File: config.mk
export PLATFORM = sky130hd
export DESIGN_NAME = frame_scan_sequencer
export DESIGN_NICKNAME = d
export VERILOG_FILES = /design/src/rtl/frame_scan_sequencer.sv
export SDC_FILE = /design/constraint.sdc
export NUM_CORES = 1
export LEC_CHECK = 0
export CORE_MARGIN = 2
export CORE_UTILIZATION = 62
export DETAILED_ROUTE_END_ITERATION = 8
export DONT_BUFFER_PORTS = 1
export PLACE_DENSITY_LB_ADDON = 0.3
export SYNTH_ARGS = -nofsm -noshare
export SYNTH_HDL_FRONTEND = slang
export SYNTH_SLANG_ARGS = --single-unit
File: constraint.sdc
create_clock -name clk -period 2.2 [get_ports clk]
set_clock_uncertainty 0.15 [all_clocks]
set_input_delay 0.11 -clock clk [delete_from_list [all_inputs] [get_ports clk]]
set_output_delay 0.11 -clock clk [all_outputs]
set_load 0.02 [all_outputs]
File: src/rtl/frame_scan_sequencer.sv
`timescale 1ns/1ps
`default_nettype none
// ============================================================================
// Module  : frame_scan_sequencer
// Brief   : One analysis pass over the frame buffer, sharing its read port with VGA.
// Revision: 1.0 - initial release
// ============================================================================
module frame_scan_sequencer #(
    parameter int AW        = 15,
    parameter int NPIX      = 19200,
    parameter int BASE_ADDR = 0,
    parameter int RD_LAT    = 1
) (
    input  logic          clk,
    input  logic          rst,
    input  logic          start,
    input  logic          done_ack,
    input  logic          frame_done,
    output logic          cam_hold,
    input  logic          vga_req,
    input  logic [AW-1:0] vga_addr,
    output logic [AW-1:0] fb_addr,
    input  logic [7:0]    fb_data,
    output logic          pix_valid,
    output logic [7:0]    pix_data,
    output logic          pix_first,
    output logic          pix_last,
    output logic          busy,
    output logic          done,
    output logic [15:0]   stall_cnt
);

    localparam int IW = (NPIX > 1) ? $clog2(NPIX) : 1;
    localparam int DW = (RD_LAT > 1) ? $clog2(RD_LAT) : 1;
    localparam logic [IW-1:0] c_last_idx  = IW'(NPIX - 1);
    localparam logic [AW-1:0] c_base      = AW'(BASE_ADDR);
    localparam logic [DW-1:0] c_drain_end = DW'(RD_LAT - 1);

    typedef enum logic [2:0] {
        S_IDLE  = 3'd0,
        S_ARM   = 3'd1,
        S_SCAN  = 3'd2,
        S_DRAIN = 3'd3,
        S_DONE  = 3'd4
    } state_t;

    state_t        r_state;
    logic [IW-1:0] r_idx;
    logic [DW-1:0] r_drain;
    // Issue tag {valid, first, last}, aligned with fb_data at the last stage
    logic [2:0]    r_tag [RD_LAT];

    logic          w_issue;

    assign w_issue = (r_state == S_SCAN) && !vga_req;
    assign fb_addr = w_issue ? (c_base + AW'(r_idx)) : vga_addr;

    always_ff @(posedge clk) begin
        if (rst) begin
            r_state   <= S_IDLE;
            r_idx     <= '0;
            r_drain   <= '0;
            for (int k = 0; k < RD_LAT; k++) begin
                r_tag[k] <= '0;
            end
            cam_hold  <= 1'b0;
            pix_valid <= 1'b0;
            pix_data  <= '0;
            pix_first <= 1'b0;
            pix_last  <= 1'b0;
            busy      <= 1'b0;
            done      <= 1'b0;
            stall_cnt <= '0;
        end else begin
            r_tag[0] <= {w_issue, w_issue && (r_idx == '0), w_issue && (r_idx == c_last_idx)};
            for (int k = 1; k < RD_LAT; k++) begin
                r_tag[k] <= r_tag[k-1];
            end
            pix_valid <= r_tag[RD_LAT-1][2];
            pix_first <= r_tag[RD_LAT-1][2] & r_tag[RD_LAT-1][1];
            pix_last  <= r_tag[RD_LAT-1][2] & r_tag[RD_LAT-1][0];
            if (r_tag[RD_LAT-1][2]) begin
                pix_data <= fb_data;
            end

            case (r_state)
                S_IDLE: begin
                    if (start) begin
                        r_state <= S_ARM;
                        busy    <= 1'b1;
                    end
                end
                S_ARM: begin
                    if (frame_done) begin
                        r_state   <= S_SCAN;
                        r_idx     <= '0;
                        cam_hold  <= 1'b1;
                        stall_cnt <= '0;
                    end
                end
                S_SCAN: begin
                    if (vga_req) begin
                        if (stall_cnt != 16'hFFFF) begin
                            stall_cnt <= stall_cnt + 16'd1;
                        end
                    end else if (r_idx == c_last_idx) begin
                        r_state <= S_DRAIN;
                        r_idx   <= '0;
                        r_drain <= '0;
                    end else begin
                        r_idx <= r_idx + IW'(1);
                    end
                end
                S_DRAIN: begin
                    if (r_drain == c_drain_end) begin
                        r_state  <= S_DONE;
                        done     <= 1'b1;
                        cam_hold <= 1'b0;
                        busy     <= 1'b0;
                    end else begin
                        r_drain <= r_drain + DW'(1);
                    end
                end
                S_DONE: begin
                    // start takes precedence over a simultaneous acknowledge
                    if (start) begin
                        r_state <= S_ARM;
                        done    <= 1'b0;
                        busy    <= 1'b1;
                    end else if (done_ack) begin
                        r_state <= S_IDLE;
                        done    <= 1'b0;
                    end
                end
                default: begin
                    r_state <= S_IDLE;
                end
            endcase
        end
    end

endmodule
`default_nettype wire

==> results of run 1 <==
-- tightest hold or removal path, cell delays in order --
cell                     delay [ns]
sky130_fd_sc_hd__or4b_4        0.12
sky130_fd_sc_hd__buf_4         0.18
sky130_fd_sc_hd__nor2_1        0.08
-- area by class of cell --
| type | count | share of cell area [%] |
|---|---|---|
| clock buffers | 5 | 2.29 |
| clock inverters | 3 | 0.875 |
| inverters | 5 | 0.625 |
| multi-input cells | 243 | 47.8 |
| flip-flops and latches | 51 | 34.1 |
| well taps | 50 | 2.08 |
| repair buffers | 44 | 12.2 |
-- worst min path at each step --
stage	startpoint	end	depth (start not counted)
final	vga_req	r_tag[0][2]	3
after global routing	vga_req	r_tag[0][2]	3
after CTS	vga_req	r_tag[0][2]	3
after detailed placement	rst	busy	1
after global placement	rst	stall_cnt[1]	1
after floorplan	fb_data[0]	pix_data[0]	2
-- sequential cells by signal (all words and copies together) (netlist names), 3 cells and up --
register	count
stall_cnt	16
r_idx	15
pix_data	8
r_state	3
r_tag	3
-- power by group --
| group | internal (mW) | switching [mW] | leakage [nW] |
|---|---|---|---|
| sequential | 0.933 | 0.0185 | 0.412 |
| combinational | 0.0686 | 0.103 | 0.690 |
| clock | 0.235 | 0.343 | 0.0491 |
| total | 1.24 | 0.465 | 1.15 |
-- placed cells by master, fill, tap and decap left out, types with 9 or more instances in the layout --
| master | count |
|---|---|
| sky130_fd_sc_hd__buf_4 | 29 |
| sky130_fd_sc_hd__xor2_1 | 11 |
| sky130_fd_sc_hd__dlygate4sd3_1 | 15 |
| sky130_fd_sc_hd__nand3_1 | 12 |
| sky130_fd_sc_hd__mux2i_1 | 9 |
| sky130_fd_sc_hd__nor2_1 | 47 |
| sky130_fd_sc_hd__nand2_1 | 59 |
| sky130_fd_sc_hd__a21oi_1 | 11 |
| sky130_fd_sc_hd__dfxtp_1 | 49 |
-- kinds of logic after synthesis --
group,share of synthesized area (%)
simple gates,31.7
xor+xnor,6.60
mux,3.58
compound gates,13.1
fa+ha+maj,1.49
buf+inv,3.03
flops,40.5
-- metrics by stage --
step	util, %	hold WS [ns]	total power, mW	instance area, µm²
floorplan	-	0.108	1.08	2520
global placement	69.6	0.0373	1.11	2740
detailed placement	69.6	0.0379	1.11	2740
CTS	75.8	0.0420	1.70	2990
global route	76.2	0.0775	1.75	3000
finish	76.2	0.0638	1.70	3000
-- repair_timing --
action / CTS / global route
hold buffers: 15 / 0
hold endpoints to repair: 30 / 0
setup buffers: 0 / 0
endpoints found under the setup margin: 0 / 33
gates resized for setup: 0 / 5
-- per-layer routing --
layer | vias to the layer above | wire, µm
met3 | 8 | 382
li1 | 1171 | -
met1 | 1098 | 2740
met5 | - | 0
met4 | 0 | 81
met2 | 84 | 2850
==> qor.tcl, run 1 <==
set qor(synthDominantCellAreaShare_pct) 40.5
set qor(clk-insertion-delay-late_ns) 0.32
set qor(chipHeight_um) 67.8
set qor(critical_path.reg2reg.startpoint) {r_idx[10]}
set qor(areaGrowthSynthToFinish_pct) 19.2
set qor(hold_viol) 0
set qor(run_status) {completed}
set qor(fp.dieW_um) 67.8
set qor(grt_overflow_total) 0
set qor(post-route-worst-setup-slack_ns) 0.116
set qor(final_cell_count_no_fill) 401
set qor(routedWlPerCell_um) 15.1
set qor(n_fill_cell) 289
set qor(sequential_cell_area_um2) 1020
set qor(pre_cts_ws_ns) 0.0914
set qor(timing.hold.worst.class) {in2reg}
set qor(wl_um) 6060
set qor(cp-start-kind) {register}
set qor(netlist_top_cells_area) {sky130_fd_sc_hd__dfxtp_1 41%, sky130_fd_sc_hd__nand2_1 8.9%, sky130_fd_sc_hd__nor2_1 7.0%}
set qor(dpl.cell_count) 378
set qor(syn_inst) 313
set qor(synth-seq-cells) 51
set qor(grtUsageMet2_pct) 42.3
set qor(final_layout_size_suffix_gt1_share_pct) 14.5
set qor(grt_most_used_layer) {met2}
set qor(global_route.usage.met3_pct) 6.17
set qor(critPathLaunch) {r_idx[10]}
set qor(numClockSinks) 51
set qor(htreeDepth) 2
set qor(finalNetCount) 382
set qor(drt.antenna.violating_nets) 0
set qor(final-setup-viol-count) 0
set qor(vdd.ir_drop.worst_uv) 436
set qor(power_density_nw_per_um2) 566
set qor(syn_nets) 345
set qor(timing_worst_slew_pin_value_ns) 0.806
set qor(via_density) 5.89
set qor(grt_use_total_pct) 26.6
set qor(cts_tree) {built}
set qor(gp_routability_congestion) 0.891
set qor(timing.critical_path.to) {r_state[0]}
set qor(use_met1_pct) 35.5
set qor(post-synth-top-count-cell) {sky130_fd_sc_hd__nand2_1}
set qor(crit_slowest_cell) {sky130_fd_sc_hd__or4_1}
set qor(rr_worst_depth) 5
set qor(cp.buffers_inverters) 1
set qor(synth.yosys.seq_area_share_pct) 40.5
set qor(drc_errors) 0
set qor(synth-edff-count) 0
set qor(initial_drc_count) 169
set qor(fin_tns_setup_ns) 0
set qor(final-max-slew-violation-count) 0
set qor(critical_path.cell_chain) {or4_1, nor4_2, buf_4, a31oi_1, a311oi_1}
set qor(num_antenna_cells) 0
set qor(r2r_setup_slack_ns) 0.12
set qor(synth.distinct_cells) 50
set qor(core_area_um2) 3940
set qor(synth_top_area_cell) {sky130_fd_sc_hd__dfxtp_1}
set qor(worst_ep_required_time_ns) 2.27
set qor(final.min_clock_period_ns) 2.08
set qor(design.die.area_um2) 4590
set qor(grt_first_pass_wirelength_um) 9260
set qor(worstSetupEndpointType) {register}
set qor(io_count) 74
set qor(max_clock_freq_mhz) 480
set qor(clk_path_buf_depth) 2
set qor(synth_common_cells) {60 x sky130_fd_sc_hd__nand2_1, 51 x sky130_fd_sc_hd__dfxtp_1, 47 x sky130_fd_sc_hd__nor2_1, 12 x sky130_fd_sc_hd__a21oi_1, 12 x sky130_fd_sc_hd__nand3_1}
set qor(synth.cell_area_um2) 2520
set qor(critPathArrivalTime_ns) 2.15
set qor(dp.final_hpwl_um) 4030
set qor(pin_count_of_the_biggest_net_entering_global_routing) 23
set qor(worst_path_dominant_cell_family) {simple AND/OR/NAND/NOR gates}
set qor(detailedRoute.firstPassIterationCount) 4
set qor(multi_input_combinational_cell_area_um2) 1440
set qor(standard_cell_rows) 23
set qor(vias_after_detailed_routing) 2361
set qor(final.period_utilization_pct) 94.7
set qor(max-slew-margin-rel_pct) 46.1
set qor(cts-buffers-inserted) 5
set qor(post_cts_clock_slew_at_the_launch_and_capture_registers_of_the_worst_setup_and_hold_paths_ns) 0.10
set qor(antenna_found_initial) 0
set qor(avgSynthCellArea_um2) 8.05
set qor(critical_path.max_stage_delay_ns) 0.57
set qor(power.static_leakage_nw) 1.15
set qor(grt_setup_unrepaired) {no}
set qor(yosys_warnings) 0
set qor(cts_root_buf) {sky130_fd_sc_hd__clkbuf_8}
set qor(grt_pass1_vias) 2005
set qor(postSynth.topFlopCell) {sky130_fd_sc_hd__dfxtp_1}
set qor(initial_utilization_pct) 63.9
set qor(max-cap-violations) 0
set qor(buffer_ports.inserted) 0
set qor(synth-async-reset-ratio_pct) 0
set qor(critical_path_depth) 5
set qor(worst_r2r_endpoint) {r_state[0]}
set qor(path_max_fanout) 5
set qor(timing.setup.critical_path_class) {reg2reg}
Power figures use the tool's default switching activity.
==> run 2: changes to the inputs <==
Settings changed: CORE_ASPECT_RATIO set to 1.5.
==> qor.tcl, run 2 (synthesized netlist as in run 1, its figures left out) <==
set qor(run_status) {completed}
set qor(n_fill_cell) 280
set qor(critical_path.max_stage_delay_ns) 0.54
set qor(grt_first_pass_wirelength_um) 9650
set qor(largest_registers) {stall_cnt (16), r_idx (15), pix_data (8)}
set qor(net-switching-power_mw) 0.436
set qor(drc_errors) 0
set qor(dp.final_hpwl_um) 4230
set qor(clk-insertion-delay-late_ns) 0.31
set qor(sequential_cell_area_um2) 1020
set qor(final.period_utilization_pct) 96.6
set qor(relative_contribution_of_the_clock_network_to_total_power_pct) 37.9
set qor(grt_use_total_pct) 26.5
set qor(numClockSinks) 51
set qor(postCtsSetupBuffers) 0
set qor(areaGrowthSynthToFinish_pct) 19.6
set qor(hold_viol) 0
set qor(multi_input_combinational_cell_area_um2) 1450
set qor(wl_um) 6030
set qor(gp_routability_congestion) 0.903
set qor(cellInternalPower_mw) 1.38
set qor(initial_drc_count) 110
set qor(worstSetupEndpointType) {output port}
set qor(detailedRoute.firstPassIterationCount) 4
set qor(max_clock_freq_mhz) 471
set qor(clk_path_buf_depth) 2
set qor(power.share.switching_pct) 24.1
set qor(final_common_cell) {sky130_fd_sc_hd__dfxtp_1}
set qor(hold-worst-slack_ns) 0.0157
set qor(largest_register_ffs) 16
set qor(max-slew-margin-rel_pct) 46.5
set qor(timing.hold.worst.class) {in2reg}
set qor(critical_path.cell_chain) {or4b_4, buf_4, o21ai_0, buf_4}
set qor(final-max-slew-violation-count) 0
set qor(chipHeight_um) 82.1
set qor(grt_overflow_total) 0
set qor(vias_after_detailed_routing) 2350
set qor(cts-buffers-inserted) 5
set qor(vdd.ir_drop.worst_uv) 814
set qor(power_density_nw_per_um2) 601
set qor(final_layout_size_suffix_gt1_share_pct) 16.4
set qor(path_common_cell) {sky130_fd_sc_hd__buf_4}
set qor(fp.dieW_um) 56.1
set qor(routedWlPerCell_um) 15.4
set qor(cp.buffers_inverters) 2
set qor(power.static_leakage_nw) 1.15
set qor(design.die.area_um2) 4600
set qor(num_antenna_cells) 0
set qor(fin_tns_setup_ns) 0
set qor(part_of_the_power_in_registers_pct) 52.4
set qor(grt_setup_unrepaired) {no}
set qor(initial_utilization_pct) 64.2
set qor(pin_count_of_the_biggest_net_entering_global_routing) 23
set qor(final-setup-viol-count) 0
set qor(io_count) 74
set qor(max-cap-violations) 0
set qor(via_density) 5.98
set qor(finalNetCount) 379
set qor(drt.antenna.violating_nets) 0
set qor(antenna_found_initial) 0
set qor(cp-start-kind) {register}
set qor(critPathArrivalTime_ns) 1.86
set qor(post_cts_clock_slew_at_the_launch_and_capture_registers_of_the_worst_setup_and_hold_paths_ns) 0.10
set qor(m1WireLength_um) 2310
set qor(layout.cells.most_common_list) {51 x sky130_fd_sc_hd__dfxtp_1, 49 x sky130_fd_sc_hd__nand2_1, 46 x sky130_fd_sc_hd__nor2_1}
set qor(wl_met3_um) 306
set qor(crit_slowest_cell) {sky130_fd_sc_hd__or4b_4}
set qor(cts_root_buf) {sky130_fd_sc_hd__clkbuf_8}
set qor(cts_tree) {built}
set qor(buffer_ports.inserted) 0
set qor(registers.top_by_ff_count) {stall_cnt}
set qor(detailroute.wirelength.met2_um) 3230
set qor(path_max_fanout) 17
set qor(htreeDepth) 2
set qor(timing_worst_slew_pin_value_ns) 0.799
set qor(core_area_um2) 3920
set qor(standard_cell_rows) 28
set qor(timing.setup.critical_path_class) {reg2out}
set qor(final.min_clock_period_ns) 2.12
set qor(grt_pass1_vias) 2213
set qor(power_frac_comb_pct) 9.7
set qor(worst_ep_required_time_ns) 1.94
set qor(worst_path_dominant_cell_family) {simple AND/OR/NAND/NOR gates}
set qor(topRoutingLayerUsed) {met4}
[run 2: changes by cell type in the layout (fill, tap and decap cells not counted), sizes merged]
cell,before,now
clkinv,1,0
dlygate4sd3,15,14
buf,29,27
bufinv,0,1
clkbuf,5,6
inv,7,6
[run 2: worst min-delay path: cells and delay by family]
| kind | cells | cell delay (ns) |
|---|---|---|
| AND/OR/NAND/NOR | 2 | 0.14 |
| buffers and inverters | 1 | 0.19 |
[run 2: final timing paths]
path          startpoint            to  slack, ns  depth (start not counted)
max reg2reg   r_state[1]      r_idx[7]       0.12                          4
max           r_state[1]    fb_addr[0]       0.08                          4
min                  rst  stall_cnt[4]       0.02                          3
min reg2reg  r_tag[0][1]     pix_first       0.30                          1
[run 2: cell type report]
type                    count  area share [%]
clock buffers               6            2.74
clock inverters             2            1.29
inverters                   5           0.623
multi-input cells         243            48.2
flip-flops and latches     51            33.9
well taps                  45            1.87
repair buffers             41            11.4
[run 2: power groups by stage]
| stage | clock (mW) | combinational [mW] | sequential, mW |
|---|---|---|---|
| 2_1_floorplan | 0 | 0.111 | 0.969 |
| 3_3_place_gp | 0 | 0.136 | 0.970 |
| 3_5_place_dp | 0 | 0.139 | 0.971 |
| 4_1_cts | 0.699 | 0.169 | 0.949 |
| 5_1_grt | 0.722 | 0.190 | 0.951 |
| 6_report | 0.687 | 0.175 | 0.950 |
[run 2: per-layer routing]
metal | up-vias | global-route usage [%]
met5 | - | 0
li1 | 1167 | -
met2 | 74 | 49.3
met1 | 1091 | 28.4
met4 | 0 | 13.3
met3 | 18 | 5.04
[run 2: what timing repair did]
action | in CTS | in global routing
hold buffers | 14 | 0
setup endpoints to repair | 0 | 13
hold endpoints to repair | 29 | 0
gates resized for setup | 0 | 12
[run 2: stage by stage]
| stage | instances | area, µm² | setup WS (ns) | power, mW | util (%) |
|---|---|---|---|---|---|
| after floorplan | 313 | 2520 | 0.249 | 1.08 | - |
| after detailed placement | 371 | 2720 | 0.175 | 1.11 | 69.4 |
| after global routing | 393 | 3010 | 0.0123 | 1.86 | 76.8 |
| final | 393 | 3010 | 0.0751 | 1.81 | 76.8 |
| after CTS | 393 | 2980 | 0.0403 | 1.82 | 76.0 |
| after global placement | 371 | 2720 | 0.243 | 1.11 | 69.4 |
==> run 3: changes to the inputs <==
Settings changed: CORE_UTILIZATION 62 to 56.
Clock period 2.2 ns to 1.8 ns, I/O delays scaled along.
==> qor.tcl, run 3 (synthesized netlist as in run 1, its figures left out) <==
set qor(registers.top_by_ff_count) {stall_cnt}
set qor(final-setup-viol-count) 46
set qor(largest_register_ffs) 16
set qor(cp-start-kind) {register}
set qor(areaGrowthSynthToFinish_pct) 48.0
set qor(grt_use_total_pct) 30.2
set qor(core_area_um2) 4280
set qor(detailedRoute.firstPassIterationCount) 6
set qor(max-slew-margin-rel_pct) 39.4
set qor(wl_um) 8610
set qor(antenna_found_initial) 0
set qor(gp_routability_congestion) 0.873
set qor(cts_tree) {built}
set qor(standard_cell_rows) 29
set qor(buffer_ports.inserted) 0
set qor(n_fill_cell) 223
set qor(max-cap-violations) 0
set qor(drt.antenna.violating_nets) 0
set qor(critPathArrivalTime_ns) 1.77
set qor(grt_pass1_vias) 2585
set qor(timing_worst_slew_pin_value_ns) 0.908
set qor(via_density) 6.12
set qor(routedWlPerCell_um) 19.4
set qor(initial_utilization_pct) 58.9
set qor(fp.dieW_um) 58.8
set qor(max_clock_freq_mhz) 497
set qor(grt_first_pass_wirelength_um) 11800
set qor(io_count) 74
set qor(worstSetupEndpointType) {output port}
set qor(clk-insertion-delay-late_ns) 0.32
set qor(final_layout_size_suffix_gt1_share_pct) 39.5
set qor(design.die.area_um2) 5060
set qor(p_total_mw) 2.31
set qor(final.period_utilization_pct) 112
set qor(final-max-slew-violation-count) 0
set qor(power_density_nw_per_um2) 619
set qor(numClockSinks) 51
set qor(grt_overflow_total) 0
set qor(drc_errors) 3
set qor(clk_path_buf_depth) 2
set qor(worst_ep_required_time_ns) 1.56
set qor(pre_cts_ws_ns) -0.146
set qor(post_cts_clock_slew_at_the_launch_and_capture_registers_of_the_worst_setup_and_hold_paths_ns) 0.11
set qor(finalNetCount) 428
set qor(dp.final_hpwl_um) 4830
set qor(post-route-worst-setup-slack_ns) -0.210
set qor(hold_viol) 0
set qor(run_status) {finished, violations left}
set qor(vdd.ir_drop.worst_uv) 859
set qor(cts-buffers-inserted) 5
set qor(failed_checks) {DRC, setup timing}
set qor(largest_registers) {stall_cnt (16), r_idx (15), pix_data (8)}
set qor(timing.hold.worst.class) {in2reg}
set qor(multi_input_combinational_cell_area_um2) 1670
set qor(num_antenna_cells) 0
set qor(layout.cells.most_common_list) {59 x sky130_fd_sc_hd__buf_4, 44 x sky130_fd_sc_hd__nand2_1, 43 x sky130_fd_sc_hd__nor2_1}
set qor(chipHeight_um) 86.2
set qor(sequential_cell_area_um2) 1050
set qor(grt_setup_unrepaired) {yes}
set qor(cts_root_buf) {sky130_fd_sc_hd__clkbuf_8}
set qor(power.static_leakage_nw) 1.48
set qor(final_cell_count_no_fill) 443
set qor(fin_tns_setup_ns) -6.11
set qor(path_max_fanout) 6
set qor(final.min_clock_period_ns) 2.01
set qor(pin_count_of_the_biggest_net_entering_global_routing) 24
set qor(finalCoreUtilization_pct) 87.1
set qor(htreeDepth) 2
set qor(timing.setup.critical_path_class) {reg2out}
set qor(final_common_cell) {sky130_fd_sc_hd__buf_4}
set qor(initial_drc_count) 239
set qor(vias_after_detailed_routing) 2711
set qor(dpl.cell_count) 404
run 3: cell count changes in the layout (fill, tap and decap cells not counted), moves of 4 or more:
cell,delta
sky130_fd_sc_hd__a21oi_1,-4
sky130_fd_sc_hd__nand2_2,+4
sky130_fd_sc_hd__dfxtp_2,+11
sky130_fd_sc_hd__buf_4,+32
sky130_fd_sc_hd__dfxtp_1,-14
sky130_fd_sc_hd__nand2_1,-5
sky130_fd_sc_hd__buf_6,+14
run 3: stage by stage:
stage                     cell area [µm²]  hold WS [ns]
after detailed placement             3030        0.0122
after global routing                 3730        0.0713
after floorplan                      2580        0.0876
after global placement               3030       0.00927
final                                3730        0.0637
after CTS                            3500        0.0166
run 3: timing repair:
| action | CTS | global route |
|---|---|---|
| pin swaps | 14 | 15 |
| hold buffers | 13 | 0 |
| cloned | 1 | 2 |
| buffers inserted | 7 | 8 |
| hold endpoints to repair | 36 | 0 |
| gates resized for setup | 54 | 25 |
| endpoints found under the setup margin | 48 | 48 |
run 3: final cells by class:
type / instances / area share (%)
multi-input combinational: 243 / 44.8
sequential: 51 / 28.0
timing repair buffer: 90 / 22.1
clock buffer: 5 / 1.85
tap: 46 / 1.54
clock inverter: 3 / 1.24
inverter: 5 / 0.503
run 3: metal layers:
layer / wire (µm) / up-vias / global-route usage [%]
li1: - / 1259 / -
met1: 3070 / 1303 / 31.2
met2: 4760 / 118 / 56.2
met3: 399 / 31 / 5.13
met4: 385 / 0 / 14.7
met5: 0 / - / 0
run 3: path summary, 6_finish.rpt:
path / start / to / slack [ns] / cells past startpoint
setup / recovery: r_state[0] / fb_addr[1] / -0.21 / 5
hold / removal: vga_req / r_idx[7] / 0.06 / 4
hold reg to reg: r_tag[0][0] / pix_last / 0.29 / 1
setup reg to reg: r_state[2] / stall_cnt[15] / -0.19 / 6
run 3: power by group:
group	internal, mW	switching [mW]
Sequential	1.14	0.0183
Clock	0.419	0.422
Combinational	0.138	0.172
Total	1.70	0.613
run 3: critical path, cell delays in order (launching register included):
cell                      delay [ns]
sky130_fd_sc_hd__dfxtp_2        0.35
sky130_fd_sc_hd__or4b_4         0.53
sky130_fd_sc_hd__buf_6          0.16
sky130_fd_sc_hd__buf_12         0.14
sky130_fd_sc_hd__o21ai_4        0.13
sky130_fd_sc_hd__buf_6          0.14
